===== config.mk =====
export PLATFORM = sky130hd
export DESIGN_NAME = io_sched
export DESIGN_NICKNAME = d
export VERILOG_FILES = /design/src/rtl/io_sched_pkg.sv /design/src/rtl/pw_queue_ctr.sv /design/src/rtl/io_sched.sv
export SDC_FILE = /design/constraint.sdc
export NUM_CORES = 1
export LEC_CHECK = 0
export ABC_AREA = 1
export BUFFER_PORTS_ARGS = -buffer_cell sky130_fd_sc_hd__buf_2
export CAP_MARGIN = 0
export CORE_UTILIZATION = 43
export DETAILED_ROUTE_END_ITERATION = 7
export PLACE_DENSITY = 0.65
export RECOVER_POWER = 100
export SLEW_MARGIN = 20
export SYNTH_ARGS = -nofsm -noshare
export SYNTH_HDL_FRONTEND = slang
export SYNTH_SLANG_ARGS = --single-unit

===== constraint.sdc =====
create_clock -name FCLK -period 2.1 [get_ports FCLK]
set_clock_uncertainty 0.05 [all_clocks]
set_input_delay 0.21 -clock FCLK [delete_from_list [all_inputs] [get_ports FCLK]]
set_output_delay 0.21 -clock FCLK [all_outputs]
set_load 0.005 [all_outputs]

===== src/rtl/io_sched_pkg.sv =====
// io_sched_pkg: shared types and helpers for the I/O write-posting scheduler.
// Holds the FSM state encoding, slot-index width helper and default timeout.
package io_sched_pkg;

   typedef enum logic [2:0] {
      IDLE,
      PWRUN,
      NPDRAIN,
      NPRUN,
      NPDONE
   } state_t;

   localparam int TMO_CYC_DEF = 255;

   // Slot index width for a queue of the given depth, never below one bit.
   function automatic int ptr_w(input int depth);
      return (depth > 2) ? $clog2(depth) : 1;
   endfunction

endpackage


===== src/rtl/pw_queue_ctr.sv =====
// pw_queue_ctr: write/read slot pointers and occupancy of the posted-write queue.
// Simultaneous push and pop leave the count unchanged while both pointers move.
module pw_queue_ctr
   import io_sched_pkg::*;
#(
   parameter int DEPTH = 2
) (
   input  logic                     clk_i,
   input  logic                     rst_ni,
   input  logic                     enq_i,
   input  logic                     deq_i,
   output logic [ptr_w(DEPTH)-1:0]  wptr_o,
   output logic [ptr_w(DEPTH)-1:0]  rptr_o,
   output logic                     full_o,
   output logic                     empty_o
);

   localparam int PW = ptr_w(DEPTH);
   localparam int CW = $clog2(DEPTH + 1);
   localparam logic [PW-1:0] LAST = PW'(DEPTH - 1);
   localparam logic [CW-1:0] FULL = CW'(DEPTH);

   logic [PW-1:0] wptr_q, wptr_d;
   logic [PW-1:0] rptr_q, rptr_d;
   logic [CW-1:0] cnt_q, cnt_d;

   // Advance pointers with wrap at DEPTH and track occupancy.
   always_comb begin
      wptr_d = wptr_q;
      rptr_d = rptr_q;
      cnt_d  = cnt_q;
      if (enq_i) wptr_d = (wptr_q == LAST) ? '0 : wptr_q + PW'(1);
      if (deq_i) rptr_d = (rptr_q == LAST) ? '0 : rptr_q + PW'(1);
      unique case ({enq_i, deq_i})
         2'b10:   cnt_d = cnt_q + CW'(1);
         2'b01:   cnt_d = cnt_q - CW'(1);
         default: cnt_d = cnt_q;
      endcase
   end

   // Pointer and count registers.
   always_ff @(posedge clk_i or negedge rst_ni) begin
      if (!rst_ni) begin
         wptr_q <= '0;
         rptr_q <= '0;
         cnt_q  <= '0;
      end else begin
         wptr_q <= wptr_d;
         rptr_q <= rptr_d;
         cnt_q  <= cnt_d;
      end
   end

   assign wptr_o  = wptr_q;
   assign rptr_o  = rptr_q;
   assign full_o  = (cnt_q == FULL);
   assign empty_o = (cnt_q == '0);

endmodule


===== src/rtl/io_sched.sv =====
// io_sched: posts CPU I/O writes into a small queue and orders slow-bus cycles.
// Define IOSCHED_TIMEOUT_EN to add the IOACK timeout and sticky IOTimeout port.
module io_sched
   import io_sched_pkg::*;
#(
   parameter int DEPTH   = 2,
   parameter int TMO_CYC = TMO_CYC_DEF
) (
   input  logic                     FCLK,
   input  logic                     nRESET,
   input  logic                     BACT,
   input  logic                     IOPWCS,
   input  logic                     IONPCS,
   input  logic                     IOACK,
   output logic                     IOPWReady,
   output logic                     IONPReady,
`ifdef IOSCHED_TIMEOUT_EN
   output logic                     IOTimeout,
`endif
   output logic                     IOREQ,
   output logic                     IOPW,
   output logic                     PWLoad,
   output logic [ptr_w(DEPTH)-1:0]  PWSlot,
   output logic [ptr_w(DEPTH)-1:0]  IOSlot
);

   localparam int PW = ptr_w(DEPTH);

   state_t        state_q, state_d;
   logic          acc_q, acc_d;
   logic          abort_q, abort_d;
   logic          live_q;
   logic          enq, deq, ack, tmo;
   logic          full, empty;
   logic [PW-1:0] wptr, rptr;

   pw_queue_ctr #(.DEPTH(DEPTH)) u_q (
      .clk_i   (FCLK),
      .rst_ni  (nRESET),
      .enq_i   (enq),
      .deq_i   (deq),
      .wptr_o  (wptr),
      .rptr_o  (rptr),
      .full_o  (full),
      .empty_o (empty)
   );

   // A full queue may still accept when the head completes this cycle.
   assign enq = live_q && BACT && IOPWCS && !acc_q
              && (!full || deq)
              && (state_q != NPRUN) && (state_q != NPDONE);
   assign ack = IOREQ && (IOACK || tmo);
   assign deq = (state_q == PWRUN) && ack;

   assign PWLoad    = enq;
   assign PWSlot    = wptr;
   assign IOPWReady = acc_q;

`ifdef IOSCHED_TIMEOUT_EN
   logic [7:0] tcnt_q, tcnt_d;
   logic       tmo_q;

   assign tmo       = IOREQ && !IOACK && (tcnt_q == 8'(TMO_CYC - 1));
   assign IOTimeout = tmo_q;

   // Count stalled request cycles; restart on any completion.
   always_comb begin
      tcnt_d = '0;
      if (IOREQ && !IOACK && !tmo) tcnt_d = tcnt_q + 8'd1;
   end

   // Timeout counter and sticky flag.
   always_ff @(posedge FCLK or negedge nRESET) begin
      if (!nRESET) begin
         tcnt_q <= '0;
         tmo_q  <= 1'b0;
      end else begin
         tcnt_q <= tcnt_d;
         tmo_q  <= tmo_q | tmo;
      end
   end
`else
   logic tmo_unused;
   assign tmo        = 1'b0;
   assign tmo_unused = (TMO_CYC != 0);
`endif

   // Accept flag holds until the bus cycle ends; abort latches a dropped NP cycle.
   always_comb begin
      acc_d   = acc_q;
      if (!BACT)    acc_d = 1'b0;
      else if (enq) acc_d = 1'b1;
      abort_d = (state_q == NPRUN) && (abort_q || !BACT);
   end

   // Bookkeeping registers; live_q keeps enqueue off until after reset.
   always_ff @(posedge FCLK or negedge nRESET) begin
      if (!nRESET) begin
         acc_q   <= 1'b0;
         abort_q <= 1'b0;
         live_q  <= 1'b0;
      end else begin
         acc_q   <= acc_d;
         abort_q <= abort_d;
         live_q  <= 1'b1;
      end
   end

   // State register.
   always_ff @(posedge FCLK or negedge nRESET) begin
      if (!nRESET) state_q <= IDLE;
      else         state_q <= state_d;
   end

   // Next state: queued writes always drain ahead of a non-posted access.
   always_comb begin
      state_d = state_q;
      unique case (state_q)
         IDLE: begin
            if (BACT && IONPCS) state_d = empty ? NPRUN : NPDRAIN;
            else if (!empty)    state_d = PWRUN;
         end
         PWRUN:   if (ack) state_d = IDLE;
         NPDRAIN: begin
            if (!BACT)      state_d = IDLE;
            else if (empty) state_d = NPRUN;
            else            state_d = PWRUN;
         end
         NPRUN: begin
            if (ack) state_d = (BACT && !abort_q) ? NPDONE : IDLE;
         end
         NPDONE:  if (!BACT) state_d = IDLE;
         default: state_d = IDLE;
      endcase
   end

   // Slow-bus and handshake outputs decoded from state.
   always_comb begin
      IOREQ     = 1'b0;
      IOPW      = 1'b0;
      IONPReady = 1'b0;
      IOSlot    = '0;
      unique case (state_q)
         PWRUN: begin
            IOREQ  = 1'b1;
            IOPW   = 1'b1;
            IOSlot = rptr;
         end
         NPRUN:   IOREQ     = 1'b1;
         NPDONE:  IONPReady = 1'b1;
         default: IOREQ     = 1'b0;
      endcase
   end

endmodule


==> impl_metrics.csv <==
group,metric,value,unit
outcome,status,"completed",
floorplanning,dieArea,1550,um^2
clock_tree,clk_pin_slew,0.07,ns
floorplanning,start_util,46.2,%
worst_setup_path,startpoint_type,"flop",
routing,dr.pass1.iters,4,
worst_setup_path,r2r_cells,9,
routing,drt-vias-per-instance,4.58,
routing,wl_per_cell,10.1,um
layout,finalNonFillerCells,106,
sta,rsz0062_at_grt,"no",
pwr,power_density,1200,nW/um^2
place,placed_cells,101,
worst_hold_path,min_from,"BACT",
clock_tree,clock_path_buffers,2,
layout,n_fill_cell,143,
sta,finalSetupViolCount,0,
place,portBuffers,12,
worst_setup_path,r2r-start,"state_q[2]",
worst_setup_path,crit_required,2.20,ns
grt,grt_pass1_wl,1.84,mm
worst_setup_path,cpMaxStageDelayCell,"dfrtp_1",
synthesis,synth_seq_cells,10,
clock_tree,cts_sinks,10,
clock_tree,cts_root_buf,"clkbuf_4",
clock_tree,cts_resized,0,
synthesis,synth_area,601,um^2
synthesis,ys_types,22,
layout,n_antenna_cell,0,
sta,final_max_slew_viol_count,0,
clock_tree,clock_latency,0.27,ns
floorplanning,core-area,1300,um^2
worst_setup_path,path_buf_inv,1,
place,gp_congestion,0.801,
routing,wl,1.07,mm
synthesis,synth_fp_nets,82,
clock_tree,cts_tree,"done",
routing,num_vias,485,
routing,postRouteAntennaNets,0,
worst_hold_path,hp-class,"primary input to flop",
pwr,power.leakage,0.402,nW
floorplanning,die_h,39.4,um
sta,tns,0,ns
synthesis,yosysWarnings,0,
routing,drt_iter0_markers,12,
sta,timing.slew.headroom,61.4,%
worst_hold_path,hold_depth,2,
worst_setup_path,cp_max_fo,4,
sta,min_period_over_period,86.5,%
layout,nNetsFinal,99,
synthesis,avgSynthCellArea,8.01,um^2
clock_tree,htreeDepth,1,
layout,area_growth,18.3,%
worst_setup_path,crit_chain,"inv_1 > nand3_2 > nand2_1 > nor2_4 > nand2_4 > ha_1 > a21oi_1 > o21ai_0 > xor2_1",
sta,tightest_slew,0.578,ns
worst_setup_path,reg2reg_to,"u_q.cnt_q[1]",
floorplanning,ioPinCount,13,
pwr,total_power,853,uW
job,maxCapViolations,0,
synthesis,synthTopCellsByArea,"dfrtp_1 42%, inv_1 9.4%, nand2_1 8.8%",
pwr,vdd_ir_drop_max,0.635,mV
worst_setup_path,path_delay_family,"flip-flops",
worst_setup_path,path_depth,9,
synthesis,synth_top_area_share,41.7,%
worst_setup_path,critPathArrivalTime,1.91,ns
sta,fmax,550,MHz
worst_setup_path,path_class,"flop to flop",
grt,antenna_found_initial,0,
worst_setup_path,cp-end-kind,"flop",
floorplanning,die_w,39.4,um
grt,overflow,0,
synthesis,synth_seq_area_share,41.7,%
layout,drive_above_1_share,20.9,%
routing,post-route-drc-count,0,
grt,grt_max_degree,11,
grt,grt_pass1_vias,457,
sta,hold_violations,0,
worst_setup_path,slowest_delay,0.42,ns
grt,grt_usage,18.7,%
place,dpl.hpwl,819,um
worst_setup_path,r2r_slack,0.28,ns
worst_hold_path,min_to,"abort_q",
synthesis,synth_cells,75,
clock_tree,cts_buffers,3,
sta,fin_crit,1.82,ns
sta,hold_ws,0.169,ns
floorplanning,placementRows,13,
synthesis,synth_top_area_cell,"dfrtp_1",
==> through the flow <==
step	setup slack (ns)	instance area, um^2	util [%]
after global routing	0.102	711	54.6
after detailed placement	0.355	672	51.6
after floorplan	0.454	601	-
final	0.283	711	54.6
after CTS	0.331	718	55.2
after global placement	0.372	672	51.6
==> power by group <==
part,internal (mW),total (mW),switching (mW)
logic,0.148,0.369,0.222
clock network,0.105,0.176,0.0704
registers,0.258,0.308,0.0504
total,0.511,0.853,0.342
==> cell families (layout without fill, tap and decap cells) <==
kind of cell | Yosys count | in the layout | synth area share [%]
AO/OA/AOI/OAI | 7 | 7 | 7.08
XOR/XNOR | 3 | 3 | 4.38
adder cells (fa/ha/maj) | 1 | 1 | 2.08
buffers and inverters | 19 | 35 | 12.5
flip-flops | 10 | 10 | 41.7
other | 1 | 1 | 0.624
AND/OR/NAND/NOR | 34 | 34 | 31.7
==> worst register-to-register path, delay by kind of cell (launching register included) <==
family | cells | cell delay [ns]
buf+inv | 1 | 0.12
xor+xnor | 1 | 0.15
flops | 1 | 0.42
fa+ha+maj | 1 | 0.32
simple gates | 4 | 0.40
compound gates | 2 | 0.24
==> cells in the mapped netlist, drive strengths merged <==
master / instances
inv: 18
nand2: 17
dfrtp: 10
nor2: 10
nand3: 5
a21oi: 4
o21ai: 2
xor2: 2
buf: 1
conb: 1
ha: 1
nand3b: 1
nand4: 1
o221ai: 1
xnor2: 1
==> layout make-up <==
type | count | area, um^2 | share of cell area, %
inverter | 18 | 67.6 | 9.51
clock buffer | 4 | 36.3 | 5.11
sequential | 10 | 250 | 35.2
tap | 15 | 18.8 | 2.64
multi-input combinational | 46 | 273 | 38.4
timing repair buffer | 13 | 65.1 | 9.15
==> flip-flops by register name, summed over array words and instances (netlist names) <==
signal,count
u_q.cnt_q,2
live_q,1
state_q,3
IOPWReady,1
u_q.wptr_o,1
u_q.rptr_o,1
abort_q,1
==> routing by layer <==
| metal | wire (um) | vias up | global-route usage (%) | share of wire (%) |
|---|---|---|---|---|
| li1 | - | 259 | - | - |
| met5 | 0 | - | 0 | 0 |
| met4 | 29 | 0 | 15.5 | 2.7 |
| met3 | 46 | 4 | 5.11 | 4.3 |
| met2 | 458 | 13 | 26.7 | 43 |
| met1 | 533 | 209 | 23.0 | 50 |
==> repair_timing <==
item / 4_1_cts / 5_1_grt
hold buffers: 1 / 0
endpoints found under the hold margin: 10 / 0
buffers inserted: 0 / 0
==> how the worst max path moves through the flow <==
stage	from	endpoint	slack, ns
after floorplan	state_q[2]	u_q.cnt_q[1]	0.45
after global placement	state_q[2]	u_q.cnt_q[1]	0.37
after detailed placement	state_q[2]	u_q.cnt_q[1]	0.36
after CTS	state_q[2]	u_q.cnt_q[1]	0.33
after global routing	state_q[2]	u_q.cnt_q[1]	0.10
final	state_q[2]	u_q.cnt_q[1]	0.28
==> layout by cell type (no fill, tap or decap), drive strengths merged <==
master	netlist	final
inv	18	18
dlygate4sd3	0	1
conb	1	1
nand2	17	17
nand3	5	5
nand4	1	1
buf	1	8
clkbuf	0	8
o221ai	1	1
xnor2	1	1
a21oi	4	4
nand3b	1	1
dfrtp	10	10
nor2	10	10
o21ai	2	2
ha	1	1
xor2	2	2
No activity file was read; power rests on OpenSTA's default activity.
